File: config.mk
export PLATFORM = sky130hd
export DESIGN_NAME = mem_arb
export DESIGN_NICKNAME = d
export VERILOG_FILES = /design/src/rtl/mem_arb_pkg.sv /design/src/rtl/mem_arb.sv
export SDC_FILE = /design/constraint.sdc
export NUM_CORES = 1
export LEC_CHECK = 0
export ABC_AREA = 0
export ABC_CLOCK_PERIOD_IN_PS = 2600
export CORE_MARGIN = 1.5
export CORE_UTILIZATION = 35
export CTS_CLUSTER_DIAMETER = 50
export DETAILED_ROUTE_END_ITERATION = 10
export GPL_TIMING_DRIVEN = 0
export PLACE_DENSITY = 0.81
export SLEW_MARGIN = 20
export SYNTH_ARGS = -nofsm -noshare
export SYNTH_HDL_FRONTEND = slang
export SYNTH_SLANG_ARGS = --single-unit
File: constraint.sdc
create_clock -name clk -period 2.6 [get_ports clk]
set_input_delay 0.78 -clock clk [delete_from_list [all_inputs] [get_ports clk]]
set_output_delay 0.78 -clock clk [all_outputs]
set_load 0.005 [all_outputs]
File: src/rtl/mem_arb_pkg.sv
// Shared encodings for the data-memory bus arbiter: owner id, FSM states
// and the registered bus request bundle.
package mem_arb_pkg;

    localparam logic OWN_IF = 1'b0;
    localparam logic OWN_DP = 1'b1;

    localparam logic [1:0] ST_IDLE = 2'd0;
    localparam logic [1:0] ST_REQ  = 2'd1;
    localparam logic [1:0] ST_WAIT = 2'd2;

    typedef struct packed {
        logic        we;
        logic [31:0] addr;
        logic [3:0]  wmask;
        logic [31:0] wdata;
    } bus_req_t;

endpackage

File: src/rtl/mem_arb.sv
// Fetch / load-store arbiter and sequencer for the single data-memory bus.
// One transaction in flight: IDLE picks a winner, REQ holds the bus request
// until accepted, WAIT returns the response (or a timeout error) to the owner.
module mem_arb
    import mem_arb_pkg::*;
#(
    parameter int STARVE_LIMIT = 4,
    parameter int TIMEOUT      = 255
) (
    input  logic        clk,
    input  logic        rst,
    input  logic        if_i_req,
    input  logic [31:0] if_i_addr,
    output logic        if_o_gnt,
    output logic        if_o_rvalid,
    output logic [31:0] if_o_rdata,
    output logic        if_o_err,
    input  logic        dp_i_is_load,
    input  logic        dp_i_is_store,
    input  logic [31:0] dp_i_addr,
    input  logic [3:0]  dp_i_wmask,
    input  logic [31:0] dp_i_wdata,
    output logic        dp_o_gnt,
    output logic        dp_o_rvalid,
    output logic [31:0] dp_o_rdata,
    output logic        dp_o_err,
    output logic        bus_o_req,
    output logic        bus_o_we,
    output logic [31:0] bus_o_addr,
    output logic [3:0]  bus_o_wmask,
    output logic [31:0] bus_o_wdata,
    input  logic        bus_i_gnt,
    input  logic        bus_i_rvalid,
    input  logic [31:0] bus_i_rdata
);

    localparam int SW = (STARVE_LIMIT < 1) ? 1 : $clog2(STARVE_LIMIT + 1);
    localparam int TW = (TIMEOUT < 2) ? 1 : $clog2(TIMEOUT);

    logic [1:0]    state, state_nxt;
    logic          owner;
    logic [SW-1:0] starve_cnt;
    logic [TW-1:0] tmo_cnt;
    bus_req_t      breq;

    logic dp_pend, if_win, dp_win, rsp_ok, rsp_tmo, rsp;

    assign dp_pend = dp_i_is_load | dp_i_is_store;
    // Data has priority unless fetch has been passed over STARVE_LIMIT times.
    assign if_win  = (state == ST_IDLE) && if_i_req &&
                     (!dp_pend || starve_cnt == SW'(STARVE_LIMIT));
    assign dp_win  = (state == ST_IDLE) && dp_pend && !if_win;

    // A real response beats a timeout landing in the same cycle.
    assign rsp_ok  = (state == ST_WAIT) && bus_i_rvalid;
    assign rsp_tmo = (state == ST_WAIT) && !bus_i_rvalid && tmo_cnt == TW'(TIMEOUT - 1);
    assign rsp     = rsp_ok | rsp_tmo;

    // Grants are combinational from IDLE; gate them so reset forces them low.
    assign if_o_gnt    = rst & if_win;
    assign dp_o_gnt    = rst & dp_win;

    assign if_o_rvalid = rsp && owner == OWN_IF;
    assign if_o_err    = rsp_tmo && owner == OWN_IF;
    assign if_o_rdata  = (rsp_ok && owner == OWN_IF) ? bus_i_rdata : '0;

    assign dp_o_rvalid = rsp && owner == OWN_DP;
    assign dp_o_err    = rsp_tmo && owner == OWN_DP;
    // Store acks carry no data.
    assign dp_o_rdata  = (rsp_ok && owner == OWN_DP && !breq.we) ? bus_i_rdata : '0;

    // bus_o_req follows the state register, so reset drops it asynchronously.
    assign bus_o_req   = (state == ST_REQ);
    assign bus_o_we    = breq.we;
    assign bus_o_addr  = breq.addr;
    assign bus_o_wmask = breq.wmask;
    assign bus_o_wdata = breq.wdata;

    // Next-state logic for the IDLE/REQ/WAIT sequencer.
    always_comb begin
        state_nxt = state;
        case (state)
            ST_IDLE: if (if_win || dp_win) state_nxt = ST_REQ;
            ST_REQ:  if (bus_i_gnt)        state_nxt = ST_WAIT;
            ST_WAIT: if (rsp)              state_nxt = ST_IDLE;
            default:                       state_nxt = ST_IDLE;
        endcase
    end

    // State, owner and bus request registers; the request is captured at grant.
    always_ff @(posedge clk or negedge rst) begin
        if (!rst) begin
            state <= ST_IDLE;
            owner <= OWN_IF;
            breq  <= '0;
        end else begin
            state <= state_nxt;
            if (if_win) begin
                owner <= OWN_IF;
                breq  <= '{we: 1'b0, addr: if_i_addr, wmask: 4'b0000, wdata: 32'h0};
            end else if (dp_win) begin
                owner <= OWN_DP;
                breq  <= '{we: dp_i_is_store, addr: dp_i_addr, wmask: dp_i_wmask,
                           wdata: dp_i_wdata};
            end
        end
    end

    // Saturating count of data grants taken while fetch was waiting.
    always_ff @(posedge clk or negedge rst) begin
        if (!rst) begin
            starve_cnt <= '0;
        end else if (dp_win && if_i_req) begin
            if (starve_cnt != SW'(STARVE_LIMIT)) starve_cnt <= starve_cnt + 1'b1;
        end else if (if_win || dp_win) begin
            starve_cnt <= '0;
        end
    end

    // Cycles spent in WAIT; restarted when the bus accepts the request.
    always_ff @(posedge clk or negedge rst) begin
        if (!rst) begin
            tmo_cnt <= '0;
        end else if (state == ST_REQ && bus_i_gnt) begin
            tmo_cnt <= '0;
        end else if (state == ST_WAIT && !rsp) begin
            tmo_cnt <= tmo_cnt + 1'b1;
        end
    end

endmodule

==> run summary <==
run status -> finished clean
post-layout min period -> 2.562 ns
count of final max-slew check failures -> 0
combinational fraction of design power -> 52.5%
count of final setup violators -> 0
final hold slack -> 0.2899 ns
global-route wire length before repair -> 22050 um
dpl ws -> -1.205 ns
Finished Cell Area -> 7398 sq um
die span in y -> 108.7 um
Via Count -> 4114
CTS clk-pin slew, worst paths -> 0.08 ns
Hold-fix buffers, CTS -> 0
initial antenna violation count -> 1
dpl cells -> 766
Ports -> 279
largest net degree at the start of global routing -> 50
Sw Pwr -> 2.214 mW
WL met3 -> 1351 um
Top Family by Delay on Critical Path -> simple AND/OR/NAND/NOR gates
post-DP HPWL -> 11130 um
required time of the critical path -> 1.82 ns
Wirelength per Cell -> 18.73 um
crit end category -> output port
placed instance area -> 6888 sq um
total CTS buffers -> 9
number of nets in the layout -> 810
Clock Sinks -> 83
starting density of the core -> 35.93%
sequential share of power -> 33.7%
post-synthesis sequential area ratio -> 53.09%
Final WS setup -> 0.03817 ns
top sig layer -> met4
core area -> 10890 sq um
setup TNS -> 0 ns
initial DRC count -> 140
clock skew -> 0.009936 ns
Synth Instances -> 347
reg2reg setup slack -> 0.68 ns
Net Sw Frac -> 33.02%
Crit Path Category -> reg2out
floorplan die width -> 108.7 um
yosys warns -> 0
gpl congestion -> 0.9089
routed wl met2 -> 7834 um
Avg Vias per Cell -> 5.060
cell at the slowest stage of the critical path -> dfrtp_1
Hold/Removal Path Class -> in2async
die area -> 11820 sq um
crit-path cells -> inv_2 > ha_4 > nand3_2 > or2_4 > buf_6 > nor4_4 > or2_4 > buf_6
Worst Path Arrival -> 1.78 ns
Worst path max stage delay -> 0.39 ns
Max-Cap Viols -> 0
Synth cell types -> 36
FP Rows -> 38
# DRC -> 0
cell at the root of the clock tree -> clkbuf_8
total power -> 6.703 mW
Peak VDD IR -> 0.0005335 V
grt ovf -> 0
Final Core Density -> 67.95%
Rel. slew slack -> 69.32%
Slew @ Worst Pin -> 0.4601 ns
Avg Cell Area, Syn -> 11.28 sq um
Post-DRT Antenna Nets -> 0
port bufs -> 278
clock power share -> 13.9%
non-filler cells, final -> 813
Startpoint Class -> flip-flop
Hold Vio Cnt, Final -> 0
Static Leakage -> 3.627 nW
Max Freq -> 0.3903 GHz
GRT Total Usage -> 24.92%
number of global-route vias before repair -> 4148
clk buf depth -> 2
unrepaired setup endpoints after global routing -> true
share of layout cells above drive strength 1 -> 26.19%
synthesized net count -> 490
Synth Cell Area -> 3913 sq um
DRT Wirelength -> 15220 um
Yosys reg bits -> 83
met1 WL -> 5481 um
Syn-to-layout area delta -> 89.10%
pwr dens -> 906.0 nW/um^2
H-tree Lvls -> 3
clock insertion delay at the later pin of the skew report -> 0.35 ns
Critical Path Fanout Max -> 3
TritonCTS clock tree -> yes
Int Pwr -> 4.489 mW
Tcrit/Tclk final -> 98.53%
WP buf/inv -> 3
1st-pass router iterations -> 5
cell families after synthesis:
family                   count (synthesis)  synth area share [%]
AO/OA/AOI/OAI                          124                 25.36
AND/OR/NAND/NOR                        101                 15.77
flip-flops                              83                 53.09
buffers and inverters                   33                 4.062
adder cells (fa/ha/maj)                  4                 1.279
XOR/XNOR                                 2                0.4478
cell type report:
class / instances / area, sq um
antenna: 1 / 2.502
buffer: 24 / 186.4
clock buffer: 12 / 145.1
clock inverter: 4 / 50.05
fill: 839 / 3490
inverter: 7 / 28.78
multi-input combinational: 231 / 1834
sequential: 83 / 2081
tap: 140 / 175.2
timing repair buffer: 311 / 2895
Yosys cell counts:
cell | instances | area, sq um
a21o_1 | 34 | 255.2
a21oi_1 | 3 | 15.01
a22o_1 | 68 | 595.6
a31oi_2 | 1 | 12.51
and2_1 | 68 | 425.4
and3_1 | 1 | 6.260
buf_1 | 3 | 11.26
buf_2 | 13 | 65.06
buf_4 | 1 | 7.510
buf_6 | 2 | 22.52
clkbuf_1 | 7 | 26.28
dfrtp_1 | 83 | 2077
ha_1 | 4 | 50.05
inv_1 | 7 | 26.28
nand2_1 | 7 | 26.28
nand2b_1 | 2 | 12.51
nand3_1 | 4 | 20.02
nand3b_1 | 2 | 15.01
nand4_1 | 2 | 12.51
nor2_1 | 3 | 11.26
nor3_1 | 3 | 15.01
nor3b_1 | 1 | 7.510
nor3b_2 | 1 | 12.51
nor4_1 | 1 | 6.260
nor4bb_1 | 1 | 10.01
o211ai_1 | 3 | 22.52
o21ai_0 | 8 | 40.04
o21ai_1 | 1 | 5.000
o21bai_1 | 1 | 7.510
o2bb2ai_1 | 1 | 8.760
o31ai_1 | 4 | 30.03
or2_2 | 2 | 12.51
or3_1 | 1 | 6.260
or4_1 | 1 | 7.510
or4b_1 | 1 | 10.01
xor2_1 | 2 | 17.52
routing by layer:
metal	up-vias	track usage (%)
li1	1896	-
met1	1983	26.25
met2	203	44.88
met3	32	7.830
met4	0	12.03
met5	-	0
registers in the layout, indices dropped and copies added (netlist names):
| name | count |
|---|---|
| tmo_cnt | 8 |
| bus_o_addr | 32 |
| state | 2 |
| starve_cnt | 3 |
| bus_o_wdata | 32 |
| bus_o_wmask | 4 |
| owner | 1 |
| bus_o_we | 1 |
worst paths after layout:
kind                                             from                    endpoint  cells after the start
setup / recovery               tmo_cnt[0]$_DFFE_PN0P_                 if_o_rvalid                      8
hold / removal                                    rst   bus_o_addr[0]$_DFFE_PN0P_                      1
setup reg to reg            starve_cnt[1]$_DFFE_PN0P_  bus_o_addr[18]$_DFFE_PN0P_                      9
hold reg to reg            bus_o_wmask[3]$_DFFE_PN0P_  bus_o_wmask[3]$_DFFE_PN0P_                      1
max in group asynchronous                         rst  bus_o_addr[29]$_DFFE_PN0P_                      2
min in group clk           bus_o_wmask[3]$_DFFE_PN0P_  bus_o_wmask[3]$_DFFE_PN0P_                      1
worst register-to-register path, stage by stage (launching register included):
cell	delay, ns
dfrtp_1	0.38
inv_2	0.06
ha_4	0.17
o2bb2ai_2	0.11
and3_1	0.18
buf_6	0.12
buf_4	0.20
buf_4	0.20
a22o_1	0.25
a21o_1	0.16
timing repair:
action / CTS / global route
pin swaps: 21 / 8
gates cloned: 5 / 1
gates resized for setup: 347 / 41
setup endpoints to repair: 70 / 69
buffers inserted: 25 / 5
placed cells by master, fill, tap and decap left out, drive strengths merged, types with 7 or more instances in the layout:
cell	n
dfrtp	83
o21ai	9
clkdlybuf4s50	203
clkbuf	16
a21o	34
and2	68
buf	121
nand2	7
inv	7
a22o	68
power by group through the flow:
stage	registers [mW]	logic, mW	clock network [mW]
after detailed placement	2.25	3.20	0
after CTS	2.25	3.46	0.948
final	2.26	3.52	0.929
after floorplan	2.24	1.37	0
after global placement	2.24	3.11	0
after global routing	2.32	3.78	1.00
Note: power is estimated with default switching activity, not from simulation.
